===== src/rtl/control_hs.sv =====
// Multi-cycle RV32 control FSM with memory handshake and bus watchdog.
// Define MULDIV_EN to route OP/bit25 through the multiply/divide unit.
module control_hs #(
  parameter int unsigned MEM_TIMEOUT = 16
) (
  input  logic       clk,
  input  logic       reset,
  input  logic [6:0] opcode,
  input  logic [2:0] funct3,
  input  logic       bit20,
  input  logic       bit25,
  input  logic       bit30,
  input  logic       cmp_out,
  input  logic       mem_ready,
  input  logic       md_done,
  output logic       pc_load,
  output logic       reg_re,
  output logic       reg_we,
  output logic       reg_rs_sel,
  output logic       alu_sel1,
  output logic [1:0] alu_sel2,
  output logic [4:0] alu_op,
  output logic [1:0] reg_wd_sel,
  output logic       mem_addr_sel,
  output logic [2:0] mem_read_op,
  output logic [1:0] mem_write_op,
  output logic       mem_valid,
  output logic       inst_load,
  output logic       alu_reg_load,
  output logic       next_pc_sel,
  output logic       md_start,
  output logic       halt,
  output logic [1:0] halt_cause
);

  localparam logic [6:0] OPC_LOAD   = 7'b0000011;
  localparam logic [6:0] OPC_MISC   = 7'b0001111;
  localparam logic [6:0] OPC_OPIMM  = 7'b0010011;
  localparam logic [6:0] OPC_AUIPC  = 7'b0010111;
  localparam logic [6:0] OPC_STORE  = 7'b0100011;
  localparam logic [6:0] OPC_OP     = 7'b0110011;
  localparam logic [6:0] OPC_LUI    = 7'b0110111;
  localparam logic [6:0] OPC_BRANCH = 7'b1100011;
  localparam logic [6:0] OPC_JALR   = 7'b1100111;
  localparam logic [6:0] OPC_JAL    = 7'b1101111;
  localparam logic [6:0] OPC_SYSTEM = 7'b1110011;

  localparam logic [2:0] LW    = 3'b010;
  localparam logic [2:0] LNONE = 3'b111;
  localparam logic [1:0] SNONE = 2'b11;

  localparam logic [1:0] CAUSE_EBREAK = 2'd0;
  localparam logic [1:0] CAUSE_ILL    = 2'd1;
  localparam logic [1:0] CAUSE_BUS    = 2'd2;

  localparam int unsigned W =
    (MEM_TIMEOUT > 1) ? $clog2(MEM_TIMEOUT) : 1;
  localparam logic [W-1:0] TMO_LAST =
    W'((MEM_TIMEOUT > 0) ? MEM_TIMEOUT - 1 : 0);

  typedef enum logic [3:0] {
    FETCH          = 4'd0,
    INST_LOAD      = 4'd1,
    DECODE         = 4'd2,
    FETCH_REG      = 4'd3,
    ALU_OP_IMM     = 4'd4,
    ALU_OP         = 4'd5,
    ALU_R1_ADD_IMM = 4'd6,
    ALU_TO_RF      = 4'd7,
    COND_BRANCH    = 4'd8,
    JALR_ALU       = 4'd9,
    MEM_READ       = 4'd10,
    MEM_WRITE      = 4'd11,
    MEM_TO_RF      = 4'd12,
`ifdef MULDIV_EN
    MD_START       = 4'd13,
    MD_WAIT        = 4'd14,
`endif
    HALT           = 4'd15
  } state_t;

  state_t       state, state_d;
  logic [W-1:0] wd_cnt, wd_cnt_d;
  logic [1:0]   cause_d;
  logic         wd_expire;
  logic         mem_wait;

  logic is_load, is_misc, is_opimm, is_auipc, is_store;
  logic is_op, is_lui, is_branch, is_jalr, is_jal, is_system;

  assign is_load   = (opcode == OPC_LOAD);
  assign is_misc   = (opcode == OPC_MISC);
  assign is_opimm  = (opcode == OPC_OPIMM);
  assign is_auipc  = (opcode == OPC_AUIPC);
  assign is_store  = (opcode == OPC_STORE);
  assign is_op     = (opcode == OPC_OP);
  assign is_lui    = (opcode == OPC_LUI);
  assign is_branch = (opcode == OPC_BRANCH);
  assign is_jalr   = (opcode == OPC_JALR);
  assign is_jal    = (opcode == OPC_JAL);
  assign is_system = (opcode == OPC_SYSTEM);

`ifdef MULDIV_EN
  logic unused_in;
  assign unused_in = bit20;
`else
  logic unused_in;
  assign unused_in = ^{bit20, md_done};
`endif

  assign wd_expire = (MEM_TIMEOUT != 0) && (wd_cnt == TMO_LAST);

  // Counter runs only while a memory state waits on itself.
  assign mem_wait = (state_d == state) &&
                    (state == FETCH || state == MEM_READ ||
                     state == MEM_WRITE);
  assign wd_cnt_d = mem_wait ? wd_cnt + W'(1) : '0;

  always_ff @(posedge clk) begin
    if (reset) begin
      state      <= FETCH;
      wd_cnt     <= '0;
      halt_cause <= CAUSE_EBREAK;
    end else begin
      state      <= state_d;
      wd_cnt     <= wd_cnt_d;
      halt_cause <= cause_d;
    end
  end

  always_comb begin
    pc_load      = 1'b0;
    reg_re       = 1'b0;
    reg_we       = 1'b0;
    reg_rs_sel   = 1'b0;
    alu_sel1     = 1'b0;
    alu_sel2     = 2'd0;
    alu_op       = 5'd0;
    reg_wd_sel   = 2'd0;
    mem_addr_sel = 1'b0;
    mem_read_op  = LNONE;
    mem_write_op = SNONE;
    mem_valid    = 1'b0;
    inst_load    = 1'b0;
    alu_reg_load = 1'b0;
    next_pc_sel  = 1'b0;
    md_start     = 1'b0;
    halt         = 1'b0;
    state_d      = state;
    cause_d      = halt_cause;

    case (state)
      FETCH: begin
        mem_valid    = 1'b1;
        mem_read_op  = LW;
        alu_sel1     = 1'b1;
        alu_sel2     = 2'd2;
        alu_reg_load = 1'b1;
        if (mem_ready) begin
          state_d = INST_LOAD;
        end else if (wd_expire) begin
          state_d = HALT;
          cause_d = CAUSE_BUS;
        end
      end
      INST_LOAD: begin
        inst_load = 1'b1;
        state_d   = DECODE;
      end
      DECODE: begin
        unique case (1'b1)
          is_opimm, is_lui: begin
            reg_re      = 1'b1;
            pc_load     = 1'b1;
            next_pc_sel = 1'b1;
            state_d     = is_lui ? ALU_R1_ADD_IMM : ALU_OP_IMM;
          end
          is_op, is_store: begin
`ifndef MULDIV_EN
            if (is_op && bit25) begin
              state_d = HALT;
              cause_d = CAUSE_ILL;
            end else
`endif
            begin
              reg_re      = 1'b1;
              reg_rs_sel  = 1'b1;
              pc_load     = 1'b1;
              next_pc_sel = 1'b1;
              state_d     = FETCH_REG;
            end
          end
          is_auipc: begin
            pc_load      = 1'b1;
            next_pc_sel  = 1'b1;
            alu_sel1     = 1'b1;
            alu_sel2     = 2'd1;
            alu_reg_load = 1'b1;
            state_d      = ALU_TO_RF;
          end
          is_branch: begin
            pc_load      = 1'b1;
            next_pc_sel  = 1'b1;
            reg_re       = 1'b1;
            reg_rs_sel   = 1'b1;
            alu_sel1     = 1'b1;
            alu_sel2     = 2'd1;
            alu_reg_load = 1'b1;
            state_d      = FETCH_REG;
          end
          is_jal: begin
            reg_we   = 1'b1;
            pc_load  = 1'b1;
            alu_sel1 = 1'b1;
            alu_sel2 = 2'd1;
            state_d  = FETCH;
          end
          is_jalr: begin
            reg_we  = 1'b1;
            reg_re  = 1'b1;
            state_d = JALR_ALU;
          end
          is_load: begin
            pc_load     = 1'b1;
            next_pc_sel = 1'b1;
            reg_re      = 1'b1;
            state_d     = ALU_R1_ADD_IMM;
          end
          is_misc: begin
            pc_load     = 1'b1;
            next_pc_sel = 1'b1;
            state_d     = FETCH;
          end
          is_system: begin
            state_d = HALT;
            cause_d = CAUSE_EBREAK;
          end
          default: begin
            state_d = HALT;
            cause_d = CAUSE_ILL;
          end
        endcase
      end
      FETCH_REG: begin
        reg_re = 1'b1;
        unique case (1'b1)
          is_branch: state_d = COND_BRANCH;
          is_store:  state_d = ALU_R1_ADD_IMM;
`ifdef MULDIV_EN
          is_op:     state_d = bit25 ? MD_START : ALU_OP;
`else
          is_op:     state_d = ALU_OP;
`endif
          default:   state_d = FETCH;
        endcase
      end
      ALU_OP_IMM: begin
        alu_op = {1'b0, (funct3 == 3'b101) ? bit30 : 1'b0,
                  funct3};
        alu_sel2     = 2'd1;
        alu_reg_load = 1'b1;
        state_d      = ALU_TO_RF;
      end
      ALU_OP: begin
        alu_op       = {1'b0, bit30, funct3};
        alu_reg_load = 1'b1;
        state_d      = ALU_TO_RF;
      end
      ALU_R1_ADD_IMM: begin
        alu_sel2     = 2'd1;
        alu_reg_load = 1'b1;
        unique case (1'b1)
          is_lui:   state_d = ALU_TO_RF;
          is_load:  state_d = MEM_READ;
          is_store: state_d = MEM_WRITE;
          default:  state_d = FETCH;
        endcase
      end
      ALU_TO_RF: begin
        reg_we  = 1'b1;
        state_d = FETCH;
      end
      COND_BRANCH: begin
        pc_load     = cmp_out;
        next_pc_sel = 1'b1;
        alu_op      = {2'b10, funct3};
        state_d     = FETCH;
      end
      JALR_ALU: begin
        pc_load  = 1'b1;
        alu_sel2 = 2'd1;
        state_d  = FETCH;
      end
      MEM_READ: begin
        mem_valid    = 1'b1;
        mem_addr_sel = 1'b1;
        mem_read_op  = funct3;
        if (mem_ready) begin
          state_d = MEM_TO_RF;
        end else if (wd_expire) begin
          state_d = HALT;
          cause_d = CAUSE_BUS;
        end
      end
      MEM_WRITE: begin
        mem_valid    = 1'b1;
        mem_addr_sel = 1'b1;
        mem_write_op = funct3[1:0];
        if (mem_ready) begin
          state_d = FETCH;
        end else if (wd_expire) begin
          state_d = HALT;
          cause_d = CAUSE_BUS;
        end
      end
      MEM_TO_RF: begin
        reg_we     = 1'b1;
        reg_wd_sel = 2'd1;
        state_d    = FETCH;
      end
`ifdef MULDIV_EN
      MD_START: begin
        md_start = 1'b1;
        state_d  = MD_WAIT;
      end
      MD_WAIT: begin
        if (md_done) begin
          reg_we     = 1'b1;
          reg_wd_sel = 2'd2;
          state_d    = FETCH;
        end
      end
`endif
      HALT: begin
        halt = 1'b1;
      end
      default: begin
        state_d = FETCH;
      end
    endcase
  end

endmodule


===== config.mk =====
export PLATFORM = sky130hd
export DESIGN_NAME = control_hs
export DESIGN_NICKNAME = d
export VERILOG_FILES = /design/src/rtl/control_hs.sv
export SDC_FILE = /design/constraint.sdc
export NUM_CORES = 1
export LEC_CHECK = 0
export ABC_CLOCK_PERIOD_IN_PS = 2700
export BUFFER_PORTS_ARGS = -buffer_cell sky130_fd_sc_hd__buf_2
export CORE_ASPECT_RATIO = 1.1
export CORE_MARGIN = 2
export CORE_UTILIZATION = 50
export DETAILED_ROUTE_END_ITERATION = 6
export PLACE_DENSITY = 0.89
export SLEW_MARGIN = 20
export SYNTH_ARGS = -nofsm -noshare
export SYNTH_HDL_FRONTEND = slang
export SYNTH_SLANG_ARGS = --single-unit

===== constraint.sdc =====
create_clock -name clk -period 2.7 [get_ports clk]
set_input_delay 0 -clock clk [delete_from_list [all_inputs] [get_ports clk]]
set_output_delay 0 -clock clk [all_outputs]
set_load 0.02 [all_outputs]

Yosys cells after proc, flatten, opt, wreduce, memory -nomap -nowiden
Cells that the tools add are included.
{"block": "word_totals", "ff_bits": 10, "elab_cells": 101, "latchBits": 0, "ramBits": 0, "n_memories": 0, "romBits": 0, "inputBits": 18}
{"block": "classes", "mux": 41, "add_sub_neg": 1, "order_cmp": 0, "shifts": 0, "div": 0, "reduce_logical": 24, "bitwise": 1, "eq_ne": 31, "n_mul": 0}
{"operator": "4-bit case mux with 9 select lines", "count": 1}
{"operator": "4-bit == test (second input constant)", "count": 7}
{"operator": "7-bit == test (second input constant)", "count": 4}
{"operator": "4-bit case mux with 7 select lines", "count": 1}
{"operator": "4-bit case mux with 3 select lines", "count": 2}
{"operator": "7-bit by 6-bit == test with 1-bit output (second input constant)", "count": 3}
{"operator": "4-bit two-way mux", "count": 5}
{"operator": "1-bit case mux with 2 select lines", "count": 9}
{"operator": "2-bit OR reduction", "count": 9}
{"operator": "4-bit by 3-bit == test with 1-bit output (second input constant)", "count": 4}
{"operator": "5-bit case mux with 3 select lines", "count": 1}
{"operator": "7-bit by 5-bit == test with 1-bit output (second input constant)", "count": 2}
{"operator": "1-bit two-way mux", "count": 12}
{"operator": "2-bit case mux with 3 select lines", "count": 2}
{"operator": "2-bit two-way mux", "count": 5}
{"operator": "3-bit OR reduction", "count": 3}
{"operator": "4-bit by 2-bit == test with 1-bit output (second input constant)", "count": 2}
{"operator": "8-bit OR reduction", "count": 1}
{"operator": "7-bit by 2-bit == test with 1-bit output (second input constant)", "count": 1}
{"operator": "7-bit by 4-bit == test with 1-bit output (second input constant)", "count": 1}
{"operator": "7-bit OR reduction", "count": 1}
{"operator": "3-bit case mux with 2 select lines", "count": 1}
{"operator": "6-bit OR reduction", "count": 1}
{"operator": "5-bit AND reduction", "count": 1}
{"operator": "other kinds (16)", "count": 19}

Longest topological paths before layout
{"block": "depth", "depth_word": 9, "depth_mapped": 8}

Least setup slack after synthesis
Ideal clock, no wire load.
{"block": "synth_path", "kind": "register to register", "start": "register state[3]", "end": "register halt_cause[0]", "required_time_ns": 2.585, "path_buffers": 1, "arrival_time_ns": 1.875, "period_less_slack_ns": 1.990, "path_stages_with_launch": 8, "setup_ns": 0.115, "setup_slack_ns": 0.710, "cell_sequence": "dfxtp_1 > buf_6 > or3_1 > a21oi_1 > nand2_1 > a22oi_1 > mux2i_1 > nor2_1"}
{"block": "synth_between", "elab_chain_len": 4, "word_cells_on_any_way": 12, "classes_between": "eq/ne (7); mux (1); reduce/logical (4)"}
{"element": "start, declared", "line": "82", "text": "state_t state, state_d;"}
{"element": "start signal, assigned", "line": "125", "text": "state <= state_d;"}
{"element": "4-bit == test or 4-bit logical NOT (tied branches)", "line": "152", "text": "case (state)"}
{"element": "3-bit OR reduction (no line)"}
{"element": "2-bit by 1-bit inequality test with 1-bit output (no line) (tied with other cells)"}
{"element": "5-bit AND reduction (no line)"}
{"element": "end signal, assigned", "line": "127", "text": "halt_cause <= cause_d;"}
{"element": "end, declared", "line": "33", "text": "output logic [1:0] halt_cause"}
Parallel ways exist; a longest one is shown, timed or not.
A chain may end at the register's enable or synchronous reset.

Worst setup path after layout
{"block": "layout_path", "start": "register state[3]", "end": "output reg_re"}
{"block": "layout_between", "elab_chain_len": 2, "word_cells_on_any_way": 3, "classes_between": "eq/ne (2); mux (1)"}
{"element": "4-bit by 2-bit == test with 1-bit output", "line": "152"}
{"element": "1-bit case mux with 2 select lines (*)", "line": "152"}
{"element": "end, declared", "line": "17", "text": "output logic reg_re,"}
Every way passes the cells marked *; elsewhere a longest branch is shown, timed or not.

==> flow_metrics.tcl <==
set metrics [dict create \
    ir_drop_uv 622 \
    num_rows 19 \
    drcViolationCount 0 \
    crit_type "reg -> out" \
    hpwl_um 2560 \
    reg2reg_to "halt_cause[0]$_SDFFE_PP0P_" \
    die_y_um 57.2 \
    ys.flop_type "dfxtp_1" \
    core-area_um2 2470 \
    grt_overflow_total 0 \
    worstPathArrival_ns 2.17 \
    cts_buffers 3 \
    start_util_pct 52.0 \
    synth.top_cells.by_count "41 x nor2_1, 18 x nand2_1, 15 x o21ai_0" \
    ys_warn_count 0 \
    dpl_cell_area_um2 1470 \
    leakage_nw 0.644 \
    crit_required_ns 2.70 \
    die_w_um 52.4 \
    clock.fmax_mhz 461 \
    clkSinkCount 10 \
    timing.rr.start "state[3]$_SDFF_PP0_" \
    min_to "state[1]$_SDFF_PP0_" \
    ys_seq_area_share_pct 15.6 \
    grt_antenna_before_repair 0 \
    synth.avg_cell_area_um2 6.40 \
    ys_async_sr_fraction_pct 0 \
    worstSetupStartpointType "flip-flop" \
    whs_path_depth 2 \
    drive_above_1_share_pct 24.1 \
    cts_root_buf "clkbuf_4" \
    cts_buffer_depth 2 \
    holdCritStartpoint "reset" \
    vias 1570 \
    insertion_delay_ns 0.25 \
    maxCapViolations 0 \
    routed_via_density 5.97 \
    post_cts_resized 0 \
    fillers 263 \
    synth.distinct_cells 51 \
    rrSetupSlack_ns 0.56 \
    grt_pass1_wl_um 5530 \
    synth_top_cell_by_area "dfxtp_1" \
    nets 253 \
    gp_congestion 0.909 \
    status "completed" \
    grt_setup_unrepaired "false" \
    wirelength_um 3360 \
    relSlewSlack_pct 60.2 \
    reg2reg_depth 6 \
    routedWlPerCell_um 12.8 \
    synth_cells 201 \
    synth_area_um2 1290 \
    ant_nets 0 \
    tightest_slew_ns 0.591 \
    grt_pass1_vias 1303 \
    htreeDepth 1 \
    hold_violations 0 \
    syn_to_final_growth_pct 16.3 \
    synth.top_cell.area_share_pct 15.6 \
    finalInstanceArea_um2 1500 \
    ios 46 \
    fin_skew_ns 0.00206 \
    fin_crit_sh_pct 80.3 \
    end_kind "primary output" \
    cts_tree "built" \
    n_antenna_cell 0 \
    hold_class "in -> reg" \
    post-cts-setup-buffers 0 \
    setup_tns_ns 0 \
    yosys_register_bits 10 \
    synth.most_common_cell "nor2_1" \
    dr.first_iter.drc_count 85 \
    layout_min_cycle_time_ns 2.17 \
    maxSlewViolCount 0 \
    multi_input_area_um2 977 \
    synth_edf_count 0 \
    clk_pin_slew_ns 0.06 \
    grt_max_degree 20 \
    ctsHoldBuffers 0 \
    synth_area_leaders "dfxtp_1 16%, nor2_1 12%, o21ai_0 5.8%" \
    cellPowerDensity_nw_per_um2 859 \
    track_usage_pct 23.2 \
    dieArea_um2 2990 \
    regArea_um2 200 \
    io_buffer_count 41 \
    drtPass1Iterations 4 \
    crit_fanout 19 \
    finalSetupViolCount 0 \
]
-- registers in the layout, summed over array words and instances, names as in the netlist --
register and cells:
halt_cause 2, wd_cnt 4, state 4
-- final cells by class --
| class | instances | share of cell area [%] |
|---|---|---|
| sequential | 10 | 13.4 |
| inverter | 6 | 1.51 |
| timing repair buffer | 45 | 15.7 |
| clock buffer | 3 | 1.51 |
| multi-input combinational | 168 | 65.3 |
| tap | 31 | 2.59 |
-- kinds of logic (layout without fill, tap and decap cells) --
family	count (synthesis)	count (layout)	share of synthesized area (%)
fa+ha+maj	1	1	0.973
buf+inv	24	54	8.75
simple gates	104	104	39.9
compound gates	56	56	30.4
xor+xnor	4	4	3.31
flops	10	10	15.6
mux	1	1	0.778
other cells	1	2	0.292
-- cell usage in the layout (no fill, tap or decap), types with 2 or more instances in the layout --
cell | synthesis | final
a311oi_1 | 2 | 2
o41ai_1 | 2 | 2
nor2_1 | 41 | 41
a22oi_1 | 3 | 3
a221o_1 | 2 | 2
buf_2 | 6 | 41
conb_1 | 1 | 2
a211oi_1 | 2 | 2
o32ai_1 | 2 | 2
nand3_1 | 6 | 6
clkbuf_4 | 0 | 3
inv_1 | 6 | 6
xnor2_1 | 2 | 2
or2_2 | 2 | 2
dfxtp_1 | 10 | 10
or3_1 | 6 | 6
nor3b_1 | 3 | 3
and3b_1 | 2 | 2
nand2b_1 | 9 | 9
nand2_1 | 18 | 18
nor2b_1 | 3 | 3
nor3_1 | 7 | 7
o21ai_0 | 15 | 15
a21oi_1 | 13 | 13
a31oi_1 | 3 | 3
buf_4 | 2 | 4
-- per-layer routing --
metal	vias up	share of wire [%]	track usage, %
met1	703	43	30.8
met3	6	8.9	3.66
met4	0	1.2	5.49
met2	83	47	38.9
met5	-	0	0
li1	778	-	-
-- where the power goes --
part	internal (mW)	total, mW	switching, mW
Sequential	0.181	0.234	0.0532
Clock	0.0511	0.0947	0.0436
Combinational	0.359	0.956	0.597
-- worst max path at each step --
| stage | startpoint | to | slack, ns | cells after the start |
|---|---|---|---|---|
| 2_1_floorplan | state[3]$_SDFF_PP0_ | halt_cause[0]$_SDFFE_PP0P_ | 0.71 | 7 |
| 3_3_place_gp | state[3]$_SDFF_PP0_ | wd_cnt[1]$_SDFF_PP0_ | 0.59 | 6 |
| 3_5_place_dp | state[3]$_SDFF_PP0_ | wd_cnt[2]$_SDFF_PP0_ | 0.58 | 6 |
| 4_1_cts | state[3]$_SDFF_PP0_ | reg_re | 0.55 | 5 |
| 5_1_grt | state[3]$_SDFF_PP0_ | halt_cause[0]$_SDFFE_PP0P_ | 0.40 | 6 |
| 6_report | state[3]$_SDFF_PP0_ | reg_re | 0.53 | 5 |
-- worst max-delay path, stage by stage (launching register included) --
cell	delay, ns
dfxtp_1	0.48
or4b_1	0.72
buf_4	0.22
a211oi_1	0.17
a31o_2	0.17
buf_2	0.15
-- stage by stage --
step | power, mW | cells | hold slack (ns) | setup WS, ns | util (%)
after floorplan | 0.949 | 202 | 0.122 | 0.710 | -
after global placement | 1.17 | 260 | 0.279 | 0.592 | 59.6
after detailed placement | 1.19 | 260 | 0.279 | 0.584 | 59.6
after global routing | 1.40 | 263 | 0.0343 | 0.401 | 60.5
final | 1.28 | 263 | 0.00709 | 0.533 | 60.5
after CTS | 1.28 | 263 | 0.0120 | 0.545 | 60.5
Power figures use the tool's default switching activity.
